`config.mk`:
```
export PLATFORM = sky130hd
export DESIGN_NAME = alu181_seq
export DESIGN_NICKNAME = d
export VERILOG_FILES = /design/src/rtl/alu181_pkg.sv /design/src/rtl/alu181_slice.sv /design/src/rtl/alu181_seq.sv
export SDC_FILE = /design/constraint.sdc
export NUM_CORES = 1
export LEC_CHECK = 0
export CORE_ASPECT_RATIO = 2
export CORE_UTILIZATION = 45
export DETAILED_ROUTE_END_ITERATION = 16
export HOLD_SLACK_MARGIN = 0.12
export PLACE_DENSITY = 0.82
export SETUP_SLACK_MARGIN = 0.4
export SYNTH_ARGS = -nofsm -noshare
export SYNTH_HDL_FRONTEND = slang
export SYNTH_SLANG_ARGS = --single-unit
```
`constraint.sdc`:
```
create_clock -name clk -period 4.5 [get_ports clk]
set_clock_uncertainty 0.15 [all_clocks]
set_input_delay 1.125 -clock clk [delete_from_list [all_inputs] [get_ports clk]]
set_output_delay 1.125 -clock clk [all_outputs]
set_load 0.01 [all_outputs]
```
`src/rtl/alu181_pkg.sv`:
```
// alu181_pkg: shared types and constants for the sequential 74181-style ALU.
//   state_t   - controller states (IDLE, RUN, DONE)
//   SLICE_W   - width of the shared combinational slice
//   S_*       - commonly used function-select codes (74181 encoding)
//   g_merge_n - folds one slice's group generate/propagate into the running
//               active-low group generate
package alu181_pkg;

    typedef enum logic [1:0] {
        IDLE = 2'd0,
        RUN  = 2'd1,
        DONE = 2'd2
    } state_t;

    localparam int SLICE_W = 4;

    localparam logic [3:0] S_ADD = 4'b1001;  // m=0: A plus B
    localparam logic [3:0] S_SUB = 4'b0110;  // m=0: A minus B minus 1 (cn=1)
    localparam logic [3:0] S_XOR = 4'b0110;  // m=1: A xor B
    localparam logic [3:0] S_AND = 4'b1011;  // m=1: A and B
    localparam logic [3:0] S_OR  = 4'b1110;  // m=1: A or B

    // The group generates when the newest slice generates, or when it
    // propagates and the lower slices already generated (all active-low).
    function automatic logic g_merge_n(input logic g_slice_n,
                                       input logic p_slice_n,
                                       input logic g_acc_n);
        return g_slice_n & (p_slice_n | g_acc_n);
    endfunction

endpackage

```
`src/rtl/alu181_slice.sv`:
```
// alu181_slice: purely combinational 4-bit 74181 equivalent, active-high data.
//   a, b : 4-bit operands        s  : function select
//   m    : 1 = logic, 0 = arith  cn : carry-in, active-low
//   f    : result                aeb: f is all ones
//   cn4  : carry-out, active-low p_n/g_n: group propagate/generate, active-low
module alu181_slice (
    input  logic [3:0] a,
    input  logic [3:0] b,
    input  logic [3:0] s,
    input  logic       m,
    input  logic       cn,
    output logic [3:0] f,
    output logic       aeb,
    output logic       cn4,
    output logic       p_n,
    output logic       g_n
);

    logic [3:0] prop_s;
    logic [3:0] gen_s;
    logic [4:0] carry_s;  // active-high internal carry into each bit

    // Per-bit propagate/generate chosen by s, ripple carry and result bits.
    // gen^prop is the half-sum; m forces the carry term high so logic mode
    // yields the complemented half-sum exactly as the original part does.
    always_comb begin
        prop_s     = 4'b0000;
        gen_s      = 4'b0000;
        carry_s    = 5'b00000;
        f          = 4'b0000;
        carry_s[0] = ~cn;
        for (int i = 0; i < 4; i++) begin
            prop_s[i]    = a[i] | (b[i] & s[0]) | (~b[i] & s[1]);
            gen_s[i]     = (a[i] & ~b[i] & s[2]) | (a[i] & b[i] & s[3]);
            carry_s[i+1] = gen_s[i] | (prop_s[i] & carry_s[i]);
            f[i]         = gen_s[i] ^ prop_s[i] ^ (m | carry_s[i]);
        end
        aeb = &f;
        cn4 = ~carry_s[4];
        p_n = ~(&prop_s);
        g_n = ~(gen_s[3]
              | (prop_s[3] & gen_s[2])
              | (prop_s[3] & prop_s[2] & gen_s[1])
              | (prop_s[3] & prop_s[2] & prop_s[1] & gen_s[0]));
    end

endmodule

```
`src/rtl/alu181_seq.sv`:
```
// alu181_seq: WIDTH-bit 74181-style ALU evaluated one nibble per cycle,
// LSB nibble first, through a single shared alu181_slice.
//   clk, rst_n (synchronous, active-low)
//   start       : request, sampled while busy=0
//   s, m, cn    : function select, mode, active-low carry-in
//   a, b        : WIDTH-bit operands, latched on the accepting edge
//   busy, done  : handshake; done pulses one cycle when results are valid
//   f, aeb, cn4, p_n, g_n : registered results, held from done to next done
module alu181_seq #(
    parameter int WIDTH = 16
) (
    input  logic             clk,
    input  logic             rst_n,
    input  logic             start,
    input  logic [3:0]       s,
    input  logic             m,
    input  logic             cn,
    input  logic [WIDTH-1:0] a,
    input  logic [WIDTH-1:0] b,
    output logic             busy,
    output logic             done,
    output logic [WIDTH-1:0] f,
    output logic             aeb,
    output logic             cn4,
    output logic             p_n,
    output logic             g_n
);

    import alu181_pkg::*;

    localparam int NSLICE = WIDTH / SLICE_W;
    localparam int KW     = (NSLICE > 1) ? $clog2(NSLICE) : 1;
    localparam logic [KW-1:0] K_LAST = KW'(NSLICE - 1);

    state_t           state_r;
    logic [KW-1:0]    k_r;
    logic [WIDTH-1:0] a_r;
    logic [WIDTH-1:0] b_r;
    logic [3:0]       s_r;
    logic             m_r;
    logic             carry_n_r;  // active-low carry into the current nibble
    logic             p_acc_n_r;
    logic             g_acc_n_r;
    logic             aeb_acc_r;  // AND of slice aeb over nibbles written so far

    logic             accept_s;
    logic [3:0]       a_nib_s;
    logic [3:0]       b_nib_s;
    logic [WIDTH-1:0] f_next_s;
    logic [3:0]       sl_f_s;
    logic             sl_aeb_s;
    logic             sl_cn4_s;
    logic             sl_p_n_s;
    logic             sl_g_n_s;

    alu181_slice u_slice (
        .a   (a_nib_s),
        .b   (b_nib_s),
        .s   (s_r),
        .m   (m_r),
        .cn  (carry_n_r),
        .f   (sl_f_s),
        .aeb (sl_aeb_s),
        .cn4 (sl_cn4_s),
        .p_n (sl_p_n_s),
        .g_n (sl_g_n_s)
    );

    // A request is taken in IDLE and also in DONE, giving back-to-back issue.
    always_comb begin
        accept_s = 1'b0;
        case (state_r)
            IDLE:    accept_s = start;
            DONE:    accept_s = start;
            default: accept_s = 1'b0;
        endcase
    end

    // Select operand nibble k and merge the slice result into nibble k of f.
    always_comb begin
        a_nib_s  = 4'b0000;
        b_nib_s  = 4'b0000;
        f_next_s = f;
        for (int i = 0; i < NSLICE; i++) begin
            if (k_r == KW'(i)) begin
                a_nib_s                     = a_r[i*SLICE_W +: SLICE_W];
                b_nib_s                     = b_r[i*SLICE_W +: SLICE_W];
                f_next_s[i*SLICE_W +: SLICE_W] = sl_f_s;
            end else begin
                f_next_s[i*SLICE_W +: SLICE_W] = f[i*SLICE_W +: SLICE_W];
            end
        end
    end

    // Controller FSM with operand/carry/accumulator registers and outputs.
    always_ff @(posedge clk) begin
        if (!rst_n) begin
            state_r   <= IDLE;
            k_r       <= '0;
            a_r       <= '0;
            b_r       <= '0;
            s_r       <= 4'b0000;
            m_r       <= 1'b0;
            carry_n_r <= 1'b1;
            p_acc_n_r <= 1'b0;
            g_acc_n_r <= 1'b1;
            aeb_acc_r <= 1'b1;
            busy      <= 1'b0;
            done      <= 1'b0;
            f         <= '0;
            aeb       <= 1'b0;
            cn4       <= 1'b1;
            p_n       <= 1'b1;
            g_n       <= 1'b1;
        end else if (accept_s) begin
            state_r   <= RUN;
            k_r       <= '0;
            a_r       <= a;
            b_r       <= b;
            s_r       <= s;
            m_r       <= m;
            carry_n_r <= cn;
            p_acc_n_r <= 1'b0;
            g_acc_n_r <= 1'b1;
            aeb_acc_r <= 1'b1;
            busy      <= 1'b1;
            done      <= 1'b0;
        end else begin
            case (state_r)
                IDLE: begin
                    done <= 1'b0;
                end
                RUN: begin
                    f         <= f_next_s;
                    carry_n_r <= sl_cn4_s;
                    p_acc_n_r <= p_acc_n_r | sl_p_n_s;
                    g_acc_n_r <= g_merge_n(sl_g_n_s, sl_p_n_s, g_acc_n_r);
                    aeb_acc_r <= aeb_acc_r & sl_aeb_s;
                    k_r       <= k_r + KW'(1);
                    if (k_r == K_LAST) begin
                        state_r <= DONE;
                        busy    <= 1'b0;
                        done    <= 1'b1;
                        // every nibble is rewritten per operation, so the
                        // AND of slice aeb flags equals &f_final
                        aeb     <= aeb_acc_r & sl_aeb_s;
                        cn4     <= sl_cn4_s;
                        p_n     <= p_acc_n_r | sl_p_n_s;
                        g_n     <= g_merge_n(sl_g_n_s, sl_p_n_s, g_acc_n_r);
                    end else begin
                        state_r <= RUN;
                    end
                end
                DONE: begin
                    state_r <= IDLE;
                    done    <= 1'b0;
                end
                default: begin
                    state_r <= IDLE;
                    busy    <= 1'b0;
                    done    <= 1'b0;
                end
            endcase
        end
    end

endmodule

```
* Word-level counts from Yosys, hierarchy flattened
Index checks and enable logic that the tools add are counted.
** Cells by class
- Add/sub/neg operators :: 1
- Eq/ne operators :: 8
- Bitwise logic cells :: 79
- Reductions and logical operators :: 13
- Muxes and demuxes :: 17
** Operators with widths (count)
- bitwise AND 1 bit :: 35
- two-way mux 4 bit :: 8
- OR 1 bit :: 25
- AND reduction 3 bit :: 4
- inverter 1 bit :: 11
- AND reduction 4 bit :: 2
- bitwise XOR 1 bit :: 8
- == test 2 bit, second input constant :: 3
- two-way mux 1 bit :: 6
- == test 2 x 1 -> 1 bit, second input constant :: 2
- logical NOT 2 bit :: 2
- case mux 2 bit (2 select lines) :: 1
- OR reduction 2 bit :: 2
- != test 3 bit, second input constant :: 1
- OR reduction 3 bit :: 1
- adder 2 x 1 -> 2 bit, second input constant :: 1
- two-way mux 2 bit :: 1
- != test 2 x 1 -> 1 bit, second input constant :: 1
- != test 2 bit, second input constant :: 1
- case mux 1 bit (2 select lines) :: 1
- AND reduction 2 bit :: 1
- nonzero test 2 bit :: 1
** Word-level totals
- Bits in registers :: 67

* Logic depth before layout (Yosys ltp)
Gate-level depths: netlist (run 1).
- Depth in word-level cells :: 19
- Gate-level depth with buffers :: 12
- Mapped depth without buffers :: 10

* Modules after synthesis
A second synthesis (run 1) with hierarchy kept.
** Second synthesis, totals
- Cell total of the unflattened synthesis :: 401
- Area, all modules :: 3313.2 um^2
** Modules (own cells, without submodules)
- alu181_seq :: cells an instance 355, area each 2937.8 um^2, times used 1
- alu181_slice :: cells an instance 46, area each 375.4 um^2, times used 1

* Worst setup path before layout (run 1)
OpenSTA, ideal clock, no wires.
- Kind :: reg2reg
- From :: register k_r[1]
- To :: register aeb
- Clock period less this slack :: 2825 ps
- Library setup time :: 87 ps
- Path buffers :: 1
- Stages on the path, launching flop included :: 12
- Setup slack :: 1675 ps
- Data arrival time :: 2588 ps
- Cell sequence :: dfxtp_1 inv_1 ha_1 buf_2 nand3b_1 a211oi_1 mux2i_1 nand2_1 a311oi_1 xor2_1 nand4_1 o31ai_1
** On the way
- Cells in the longest elaborated chain, start to end :: 18
- Elaborated cells between the ends (all ways) :: 72
- Those cells by class :: eq/ne (3); mux (8); bitwise (58); reduce/logical (3)
** RTL lines
- from (decl) :: line alu181_seq.sv:36 : logic [KW-1:0] k_r;
- from (signal assigned) :: line alu181_seq.sv:139 : k_r <= k_r + KW'(1);
- logical NOT 2 bit :: line alu181_seq.sv:85 : if (k_r == KW'(i)) begin
- two-way mux 4 bit (4 in series) :: line alu181_seq.sv:85
- bitwise AND 1 bit / inverter 1 bit (equally long branches) :: line alu181_slice.sv:33, alu181_slice.sv:34
- OR 1 bit, or another cell as far along :: line alu181_slice.sv:33 : prop_s[i] = a[i] | (b[i] & s[0]) | (~b[i] & s[1]);
- OR 1 bit / bitwise AND 1 bit (equally long branches) :: line alu181_slice.sv:33, alu181_slice.sv:34
- bitwise AND 1 bit / OR 1 bit (equally long branches) :: line alu181_slice.sv:35, alu181_slice.sv:34
- OR 1 bit :: line alu181_slice.sv:35 : carry_s[i+1] = gen_s[i] | (prop_s[i] & carry_s[i]);
- bitwise AND 1 bit :: line alu181_slice.sv:35
- OR 1 bit :: line alu181_slice.sv:35
- bitwise AND 1 bit :: line alu181_slice.sv:35
- OR 1 bit :: line alu181_slice.sv:35
- OR 1 bit :: line alu181_slice.sv:36 : f[i] = gen_s[i] ^ prop_s[i] ^ (m | carry_s[i]);
- bitwise XOR 1 bit :: line alu181_slice.sv:36
- AND reduction 4 bit :: line alu181_slice.sv:38 : aeb = &f;
- bitwise AND 1 bit :: line alu181_seq.sv:146 : aeb <= aeb_acc_r & sl_aeb_s;
- to (signal assigned) :: line alu181_seq.sv:146
- to (decl) :: line alu181_seq.sv:23 : output logic aeb,
Parallel ways exist; a longest one is shown, timed or not.
A chain may end at the register's enable or synchronous reset.

* Worst setup path in the final report (run 1)
- From :: register k_r[0]
- To :: register aeb
The elaborated chain is that of the path after synthesis.

==> run metrics, run 1 <==
outcome=complete, no violations; RSZ-0062 raised after global routing=no; die area=0.007466 mm²; worst hold-check path type=reg2reg; max-slew violations=0; critical path class=reg2reg; Post-CTS Setup Bufs=0; Post-synth ARST share=0; Setup violations, final=0; vias=~2.9k; main flop type after synthesis=dfxtp_1; Post-synth EDFFs=0; number of remaining DRC errors=0; critical path peak fanout=17; Worst path max stage delay=around 0.63 ns; final-stage net count=498; Reg clk slew, reported paths=0.05 ns; GRT Overall Usage=0.2372; Peak VDD IR=between 0.2 and 0.25 mV; Fin. Hold Viols=0; grt total ovfl=0; most frequent cell after synthesis=nand2_1; Die X=61.60 µm; Slew @ Worst Pin=0.7577 ns; Synthesis Warnings=0; endpoint class of the critical path=flop; buffers and inverters on the worst path=1; period utilization=0.8109; Max Cap Viol=0; family with the most delay on the worst path=compound AO/OA/AOI/OAI gates; Die H=121.2 µm; Synth Cell Area=approximately 0.0032 mm²; setup TNS=0 ns; I/O pins=63; Initial Util=0.4642; minimum clock period=between 3 and 4 ns; Seq/Total Area, Yosys=0.4196; drt total wl=~7900 µm; area leader, netlist=dfxtp_1; leakage=1.518 nW; Via density=5.230; Post-synth top cells=nand2_1 (126), dfxtp_1 (67), a21boi_0 (53), clkbuf_1 (15), nand3_1 (15); DRT Pass-1 Iters=4; top post-synthesis cells by area=dfxtp_1 (42%), nand2_1 (15%), a21boi_0 (12%), nand3_1 (2.3%), clkbuf_1 (1.8%); DR iter-0 viols=about 140; maximum clock frequency=between 200 and 300 MHz; Synth top area share=0.4196; wire length per cell=~14 µm; Cell variety after synth=around 50; Pwr Density=367.8 mW/mm²; syn avg cell area=around 8.0 µm²; vias in the first global route=2,778; CTS tree=done; post-synth net total=444; most used cell, CP=o31ai_1; H-tree Lvls=3; PortBufs=62; Antenna diodes=0; row count=between 40 and 50; slowest cell on the critical path=o31ai_1; post-layout util=0.6041; number of fillers in the final layout=670; kind of start point of the critical path=flop; WP data required=4.59 ns; first-pass GRT wire length=12,880 µm; critical path arrival=3.74 ns; flops & latches, synth=67; global placer's final weighted congestion=0.8951; initial antenna violation count=0; Worst slew margin=0.4905; clock latency on the worst-skew pair=0.34 ns; Hold Buf Count CTS=0; area added between synthesis and finish=30.14%; worst-path cell chain=inv_1 > ha_1 > nor3b_1 > a311o_1 > a21boi_2 > a32oi_1 > o211a_1 > o31ai_1 > nand2_1 > o31ai_1; share of post-route cells with drive strength above 1=0.06114; core area=0.006887 mm²; final antenna-violating net count=0; DP Wirelength=5947 µm; pin count of the biggest net entering global routing=42; root buffer cell=clkbuf_16; Max Buffers Root-to-Sink=2; CTS sink count=67; PostCTS Resize Cnt=0; Mapped Cells=between 300 and 400; TritonCTS Buffers=9
## registers in the layout, indices dropped and copies added, names as in the netlist
name and count:
cn4 1, p_n 1, state_r 2, p_acc_n_r 1, s_r 4, g_n 1, f 16, a_r 16
carry_n_r 1, m_r 1, aeb 1, done 1, g_acc_n_r 1, b_r 16, busy 1, k_r 2
aeb_acc_r 1
## worst paths after layout
path         endpoint  slack [ns]   start  cells after the start
min              f[4]        0.31    f[4]                      2
min reg2reg      f[4]        0.31    f[4]                      2
max               aeb        0.85  k_r[0]                     10
max reg2reg       aeb        0.85  k_r[0]                     10
## metrics by stage
| stage | std cells | hold WS (ns) | cell area (µm²) | worst slack, ns | total power [mW] |
|---|---|---|---|---|---|
| 2_1_floorplan | 399 | 0.2883 | 3197 | 1.675 | 0.7781 |
| 3_3_place_gp | 532 | 0.2939 | 3866 | 1.083 | 0.8547 |
| 3_5_place_dp | 532 | 0.3025 | 3866 | 1.002 | 0.8587 |
| 4_1_cts | 548 | 0.3152 | 4160 | 0.9365 | 1.535 |
| 5_1_grt | 548 | 0.3269 | 4160 | 0.6280 | 1.588 |
| 6_report | 548 | 0.3104 | 4160 | 0.8511 | 1.530 |
## worst min-delay path: stages, from the launching register on
cell      delay, ns
dfxtp_1        0.30
nand2_1        0.04
a21boi_0       0.06
## layout make-up
cell class              count  area, µm²  share of cell area
multi-input cells         302       1732              0.4162
flip-flops and latches     67       1341              0.3224
repair buffers             67      658.1              0.1582
clock buffers               9      225.2             0.05414
well taps                  90      112.6             0.02707
clock inverters             7      68.82             0.01654
inverters                   6      22.52            0.005414
## power by group
part | switching, mW | internal (mW) | leakage, nW | total (mW)
clock | 0.258 | 0.426 | 0.141 | 0.683
sequential | 0.0224 | 0.623 | 0.547 | 0.645
combinational | 0.106 | 0.0959 | 0.830 | 0.202
total | 0.386 | 1.14 | 1.52 | 1.53
## placed cells by master, fill, tap and decap left out, types with 6 or more instances in the layout
cell type	synthesis	layout
a21boi_0	53	53
a21oi_1	11	11
clkbuf_16	0	9
clkdlybuf4s50_1	0	62
dfxtp_1	67	67
inv_1	6	6
nand2_1	126	126
nand3_1	15	15
nand3b_1	6	6
nor2_1	10	10
nor2b_1	8	7
o21ai_0	8	8
## cell families after synthesis
group | count (synthesis) | synth area share
multiplexers | 4 | 0.01252
buffers and inverters | 30 | 0.03953
XOR/XNOR | 4 | 0.01331
adder cells (fa/ha/maj) | 4 | 0.01566
flip-flops | 67 | 0.4196
AO/OA/AOI/OAI | 102 | 0.2376
AND/OR/NAND/NOR | 188 | 0.2618
## routing by layer
| metal | GRT usage | up-vias | wire length (µm) |
|---|---|---|---|
| met4 | 0.1181 | 0 | 218 |
| li1 | - | 1463 | - |
| met2 | 0.4315 | 74 | 4547 |
| met1 | 0.2362 | 1313 | 2847 |
| met5 | 0 | - | 0 |
| met3 | 0.05224 | 16 | 248 |
Note: power is estimated with default switching activity, not from simulation.
==> run 2: changes to the inputs <==
--- a/config.mk
+++ b/config.mk
@@ -9,7 +9,7 @@
 export CORE_UTILIZATION = 45
 export DETAILED_ROUTE_END_ITERATION = 16
 export HOLD_SLACK_MARGIN = 0.12
-export PLACE_DENSITY = 0.82
+export PLACE_DENSITY = 0.85
 export SETUP_SLACK_MARGIN = 0.4
 export SYNTH_ARGS = -nofsm -noshare
 export SYNTH_HDL_FRONTEND = slang
==> constraint.sdc (replaced) <==
create_clock -name clk -period 3.15 [get_ports clk]
set_clock_uncertainty 0.15 [all_clocks]
set_input_delay 0.7875 -clock clk [delete_from_list [all_inputs] [get_ports clk]]
set_output_delay 0.7875 -clock clk [all_outputs]
set_load 0.01 [all_outputs]
==> run 2 against run 1 <==
- die area unchanged
- first-iteration DRC count increased by 25%
- utilization increased by 5.2 points
- wire length increased by 9.1%
- critical path type unchanged
- critical path depth increased by 2
- cell count increased by 4.0%
- sequential power increased by 43%
- setup slack got worse by 0.54 ns
==> run metrics, run 2 (synthesized netlist as in run 1, its figures left out) <==
Post-Layout Cell Count=570 (+4.0%); Setup violations, final=0 (unchanged); I/O pins=63 (unchanged); layer with the highest usage=met2; final-stage net count=520 (+4.4%); setup TNS=0 ns (unchanged); vias=3,043 (+6.2%); row count=43 (unchanged); Via density=5.339 (+2.1%); vias in the first global route=3,016 (+8.6%); DR iter-0 viols=174 (+25%); endpoint class of the critical path=flop; CTS sink count=67 (unchanged); H-tree Lvls=3 (unchanged); core area=0.006887 mm² (unchanged); critical path peak fanout=11 (-6); grt total ovfl=0 (unchanged); root buffer cell=clkbuf_16; Min Hold Slack=0.2990 ns (-0.01141 ns); Max Cap Viol=0 (unchanged); period utilization=0.9006 (+0.08971); RSZ-0062 raised after global routing=yes; critical path class=reg2reg; pin count of the biggest net entering global routing=39 (-7.1%); maximum clock frequency=352.5 MHz (+29%); met1 usage=0.2485 (+0.01233); DP Wirelength=6445 µm (+8.4%); Initial Util=0.4642 (unchanged); global placer's final weighted congestion=0.9863 (+10%); critical path arrival=2.90 ns (-0.84 ns); wire length per cell=15.05 µm (+4.9%); commonest cells after routing, fill and taps aside=nand2_1 (124), dfxtp_1 (65), clkdlybuf4s50_1 (62), a21boi_0 (47), buf_4 (22); Pwr Density=489.6 mW/mm² (+33%); Die X=61.60 µm (unchanged); most common cell after layout, fill and taps aside=nand2_1; GRT Overall Usage=0.2600 (+0.02278); DRT Pass-1 Iters=4 (unchanged); first-pass GRT wire length=13,880 µm (+7.8%); CTS tree=done; post-route cell area=0.004517 mm² (+8.6%); WP data required=3.22 ns (-1.37 ns); outcome=complete, no violations; buffers and inverters on the worst path=3 (+2); area added between synthesis and finish=41.29%; die area=0.007466 mm² (unchanged); Worst path max stage delay=0.54 ns (-0.09 ns); Max Buffers Root-to-Sink=2 (unchanged); share of post-route cells with drive strength above 1=0.1583 (+0.09720); met2 Usage GRT=0.4536 (+0.02218); biggest regs=a_r: 16 flops, b_r: 16 flops, f: 16 flops; Fin. Hold Viols=0 (unchanged); drt total wl=8579 µm (+9.1%); Slew @ Worst Pin=0.4933 ns (-0.2644 ns); placed cells=547 (+2.8%); clock latency on the worst-skew pair=0.34 ns (about the same); Reg clk slew, reported paths=0.05 ns (about the same); family with the most delay on the worst path=simple AND/OR/NAND/NOR gates; TritonCTS Buffers=9 (unchanged); Worst slew margin=0.6701 (+0.1795); Die H=121.2 µm (unchanged); final antenna-violating net count=0 (unchanged); leakage=1.685 nW (+11%); kind of start point of the critical path=flop; Peak VDD IR=0.5056 mV (+120%); worst-path cell chain=inv_4 > ha_4 > buf_6 > nand3b_1 > and3_1 > or4_4 > a32oi_2 > o211a_1 > o31ai_1 > buf_4 > nand3_1 > a21boi_0; Antenna diodes=0 (unchanged); slowest cell on the critical path=or4_4; minimum clock period=2.837 ns (-0.8121 ns); max-slew violations=0 (unchanged); number of remaining DRC errors=0 (unchanged); worst hold-check path type=reg2reg; placed inst area=0.003996 mm² (+3.4%); PortBufs=62 (unchanged); initial antenna violation count=0 (unchanged); met3 usage=0.07569 (+0.02345)
==> run 2: changes by cell type in the layout (fill, tap and decap cells not counted), moves of 3 or more <==
cell      before  now
a21boi_0      53   47
buf_4          5   22
clkbuf_1       0    3
nand3_2        0    3
ha_4           0    4
nand3_1       15   12
ha_1           4    0
buf_6          0    4
a21boi_1       3    6
==> run 2: per-stage QoR <==
step | utilization | setup WS [ns] | power (mW)
after CTS | 0.6361 | 0.4039 | 2.183
after detailed placement | 0.5803 | 0.1029 | 1.261
after global placement | 0.5803 | 0.2328 | 1.252
after global routing | 0.6559 | 0.2035 | 2.302
after floorplan | - | 0.4075 | 1.112
final | 0.6559 | 0.3132 | 2.211
==> run 2: layer usage <==
layer	share of wire	up-vias
met1	0.34	1410
met2	0.56	85
met4	0.065	0
met3	0.031	36
li1	-	1512
met5	0	-
==> run 2: tightest hold or removal path: cells and delay by family, from the launching register on <==
kind	cells	cell delay, ns
flops	1	0.30
simple gates	1	0.05
compound gates	1	0.05
==> run 2: where the power goes <==
| group | switching (mW) | internal (mW) | leakage [nW] | total [mW] |
|---|---|---|---|---|
| clock network | 0.342 | 0.573 | 0.137 | 0.915 |
| logic | 0.182 | 0.189 | 1.00 | 0.371 |
| registers | 0.0356 | 0.889 | 0.549 | 0.925 |
==> run 2: final cells by class <==
| type | instances | area [µm²] |
|---|---|---|
| Fill cell | 586 | 2370 |
| Timing Repair Buffer | 89 | 850.8 |
| Clock buffer | 14 | 264.0 |
| Sequential cell | 67 | 1349 |
| Clock inverter | 2 | 10.01 |
| Inverter | 6 | 27.53 |
| Multi-Input combinational cell | 302 | 1903 |
| Tap cell | 90 | 112.6 |
==> run 2: path summary, 6_finish.rpt <==
| check | slack, ns | start | to | depth (start not counted) |
|---|---|---|---|---|
| max reg2reg | 0.31 | k_r[1] | f[15] | 12 |
| min | 0.30 | f[14] | f[14] | 2 |
| max | 0.31 | k_r[1] | f[15] | 12 |
| min reg2reg | 0.30 | f[14] | f[14] | 2 |
==> run 2: repair_timing <==
item	CTS	global route
gates resized for setup	26	27
endpoints found under the setup margin	20	18
pin swaps	12	11
setup buffers	3	4
hold buffers	0	0
==> run 3: changes to the inputs <==
--- a/config.mk
+++ b/config.mk
@@ -6,11 +6,13 @@
 export NUM_CORES = 1
 export LEC_CHECK = 0
 export CORE_ASPECT_RATIO = 2
-export CORE_UTILIZATION = 45
+export CORE_UTILIZATION = 41
+export CTS_CLUSTER_SIZE = 16
 export DETAILED_ROUTE_END_ITERATION = 16
 export HOLD_SLACK_MARGIN = 0.12
-export PLACE_DENSITY = 0.85
+export PLACE_DENSITY = 0.79
 export SETUP_SLACK_MARGIN = 0.4
 export SYNTH_ARGS = -nofsm -noshare
 export SYNTH_HDL_FRONTEND = slang
 export SYNTH_SLANG_ARGS = --single-unit
+export TNS_END_PERCENT = 1
==> run 3 against run 2 <==
- maximum frequency decreased by 3.0%
- setup slack worse by 0.089 ns
- cell count up 0.35%
- wire length shrank 0.47%
==> run metrics, run 3 (synthesized netlist as in run 1, its figures left out) <==
outcome=complete, no violations; Post-Layout Cell Count=572 (+0.35%); wire length per cell=14.93 µm (-0.81%); Sw Pwr=0.5464 mW (-2.5%); minimum clock period=2.926 ns (+0.08894 ns); root buffer cell=clkbuf_16; Antenna diodes=0 (unchanged); Slew @ Worst Pin=0.4505 ns (-0.04284 ns); post-layout util=0.5867 (-0.06915); setup TNS=0 ns (unchanged); number of remaining DRC errors=0 (unchanged); global placer's final weighted congestion=0.8895 (-9.8%); CTS tree=done; Worst slew margin=0.6992 (+0.02911); Peak VDD IR=0.2886 mV (-43%); critical path peak fanout=6 (-5); Logic pwr share=0.157 (-0.011); GRT Overall Usage=0.2309 (-0.02906); Hold Buf Count CTS=0 (unchanged); grt total ovfl=0 (unchanged); Initial Util=0.4237 (-0.04049); Max Cap Viol=0 (unchanged); Final WS setup=0.2242 ns (-0.08894 ns); post-route cell area=0.004427 mm² (-2.0%); switching share of power=0.2430 (-0.01045); H-tree Lvls=3 (unchanged); DP Wirelength=6443 µm (about the same); number of fillers in the final layout=728 (+24%); worst hold-check path type=reg2reg; TritonCTS Buffers=9 (unchanged); Via density=5.241 (-1.8%); RSZ-0062 raised after global routing=yes; area added between synthesis and finish=38.47%; endpoint class of the critical path=flop; final antenna-violating net count=0 (unchanged); share of post-route cells with drive strength above 1=0.1339 (-0.02444); placed inst area=0.003974 mm² (-0.56%); vias in the first global route=3,064 (+1.6%); Reg clk slew, reported paths=0.05 ns (about the same); slowest cell on the critical path=or4b_4; commonest cells after routing, fill and taps aside=nand2_1 (125), dfxtp_1 (65), clkdlybuf4s50_1 (62), a21boi_0 (50), buf_4 (24); pin count of the biggest net entering global routing=40 (+2.6%); worst-path cell chain=inv_4 > ha_4 > buf_6 > nand2_2 > a311oi_4 > or4b_4 > a32oi_2 > nor2_2 > xnor2_2 > nand4_1 > o31ai_1; first-pass GRT wire length=14,220 µm (+2.5%); Int Pwr=1.702 mW (+3.1%); row count=45 (+4.7%); core area=0.007545 mm² (+9.6%); clock latency on the worst-skew pair=0.33 ns (about the same); max-slew violations=0 (unchanged); kind of start point of the critical path=flop; Worst path max stage delay=0.52 ns (-0.02 ns); I/O pins=63 (unchanged); final-stage net count=518 (-0.38%); part of the power in registers=0.411 (-0.007); PortBufs=62 (unchanged); period utilization=0.9288 (+0.02823); placed cells=549 (+0.37%); critical path arrival=3.02 ns (+0.12 ns); DRT Pass-1 Iters=4 (unchanged); maximum clock frequency=341.8 MHz (-3.0%); Max Buffers Root-to-Sink=2 (unchanged); drt total wl=8539 µm (-0.47%); vias=2,998 (-1.5%); Die X=64.44 µm (+4.6%); Die H=126.9 µm (+4.7%); Pwr Density=507.9 mW/mm² (+3.7%); Clk pwr share=0.432 (+0.018); biggest regs=a_r: 16 flops, b_r: 16 flops, f: 16 flops; Setup violations, final=0 (unchanged); leakage=1.644 nW (-2.5%); die area=0.008176 mm² (+9.5%); Fin. Hold Viols=0 (unchanged); most common cell after layout, fill and taps aside=nand2_1; Setup WS pre-CTS=0.01746 ns (-0.08540 ns); CTS sink count=67 (unchanged); initial antenna violation count=0 (unchanged); WP data required=3.25 ns (+0.03 ns); critical path class=reg2reg; DR iter-0 viols=99 (-43%)
==> run 3: changes by cell type in the layout (fill, tap and decap cells not counted), sizes merged <==
| cell | before | now |
|---|---|---|
| buf | 27 | 25 |
| bufinv | 0 | 1 |
| clkinv | 2 | 1 |
==> run 3: what timing repair did <==
item / in CTS / in global routing
pin swaps: 9 / 8
setup endpoints to repair: 21 / 22
resized for setup: 19 / 13
buffers inserted: 5 / 2
==> run 3: critical path: cells and delay by family, from the launching register on <==
kind,cells,cell delay [ns]
and+or+nand+nor,4,0.79
xor gates and xnor gates,1,0.23
adders and majority gates,1,0.16
AOI/OAI and AO/OA,3,0.95
buffers and inverters,2,0.20
DFF,1,0.35
==> run 3: final timing paths <==
path | to | slack [ns] | cells past startpoint | from
setup / recovery | aeb | 0.22 | 11 | k_r[1]
hold / removal | f[7] | 0.30 | 2 | f[7]
setup reg to reg | aeb | 0.22 | 11 | k_r[1]
hold reg to reg | f[7] | 0.30 | 2 | f[7]
==> run 3: layout make-up <==
type / count / area (µm²) / area share
flip-flops and latches: 67 / 1349 / 0.3047
repair buffers: 87 / 812.0 / 0.1834
multi-input cells: 302 / 1834 / 0.4144
well taps: 94 / 117.6 / 0.02657
inverters: 6 / 25.02 / 0.005653
clock buffers: 14 / 254.0 / 0.05738
clock inverters: 2 / 35.03 / 0.007914
==> run 3: power groups by stage <==
| stage | registers [mW] | logic [mW] | clock network [mW] |
|---|---|---|---|
| after floorplan | 0.930 | 0.182 | 0 |
| after global placement | 0.939 | 0.315 | 0 |
| after detailed placement | 0.940 | 0.321 | 0 |
| after CTS | 0.923 | 0.340 | 0.987 |
| after global routing | 0.927 | 0.387 | 1.02 |
| final | 0.924 | 0.353 | 0.972 |
==> run 3: through the flow <==
stage | total power, mW | hold WS, ns
after floorplan | 1.112 | 0.2883
after global placement | 1.254 | 0.2959
after detailed placement | 1.260 | 0.2968
after CTS | 2.250 | 0.3038
after global routing | 2.335 | 0.3146
final | 2.248 | 0.2979
==> run 3: layer usage <==
metal  part of all wire  global-route usage  vias to the layer above  wire, µm
met1               0.35              0.2088                     1394      2981
li1                   -                   -                     1506         -
met3              0.031             0.04856                       25       261
met5                  0                   0                        -         0
met4              0.046              0.1529                        0       393
met2               0.57              0.4396                       73      4902
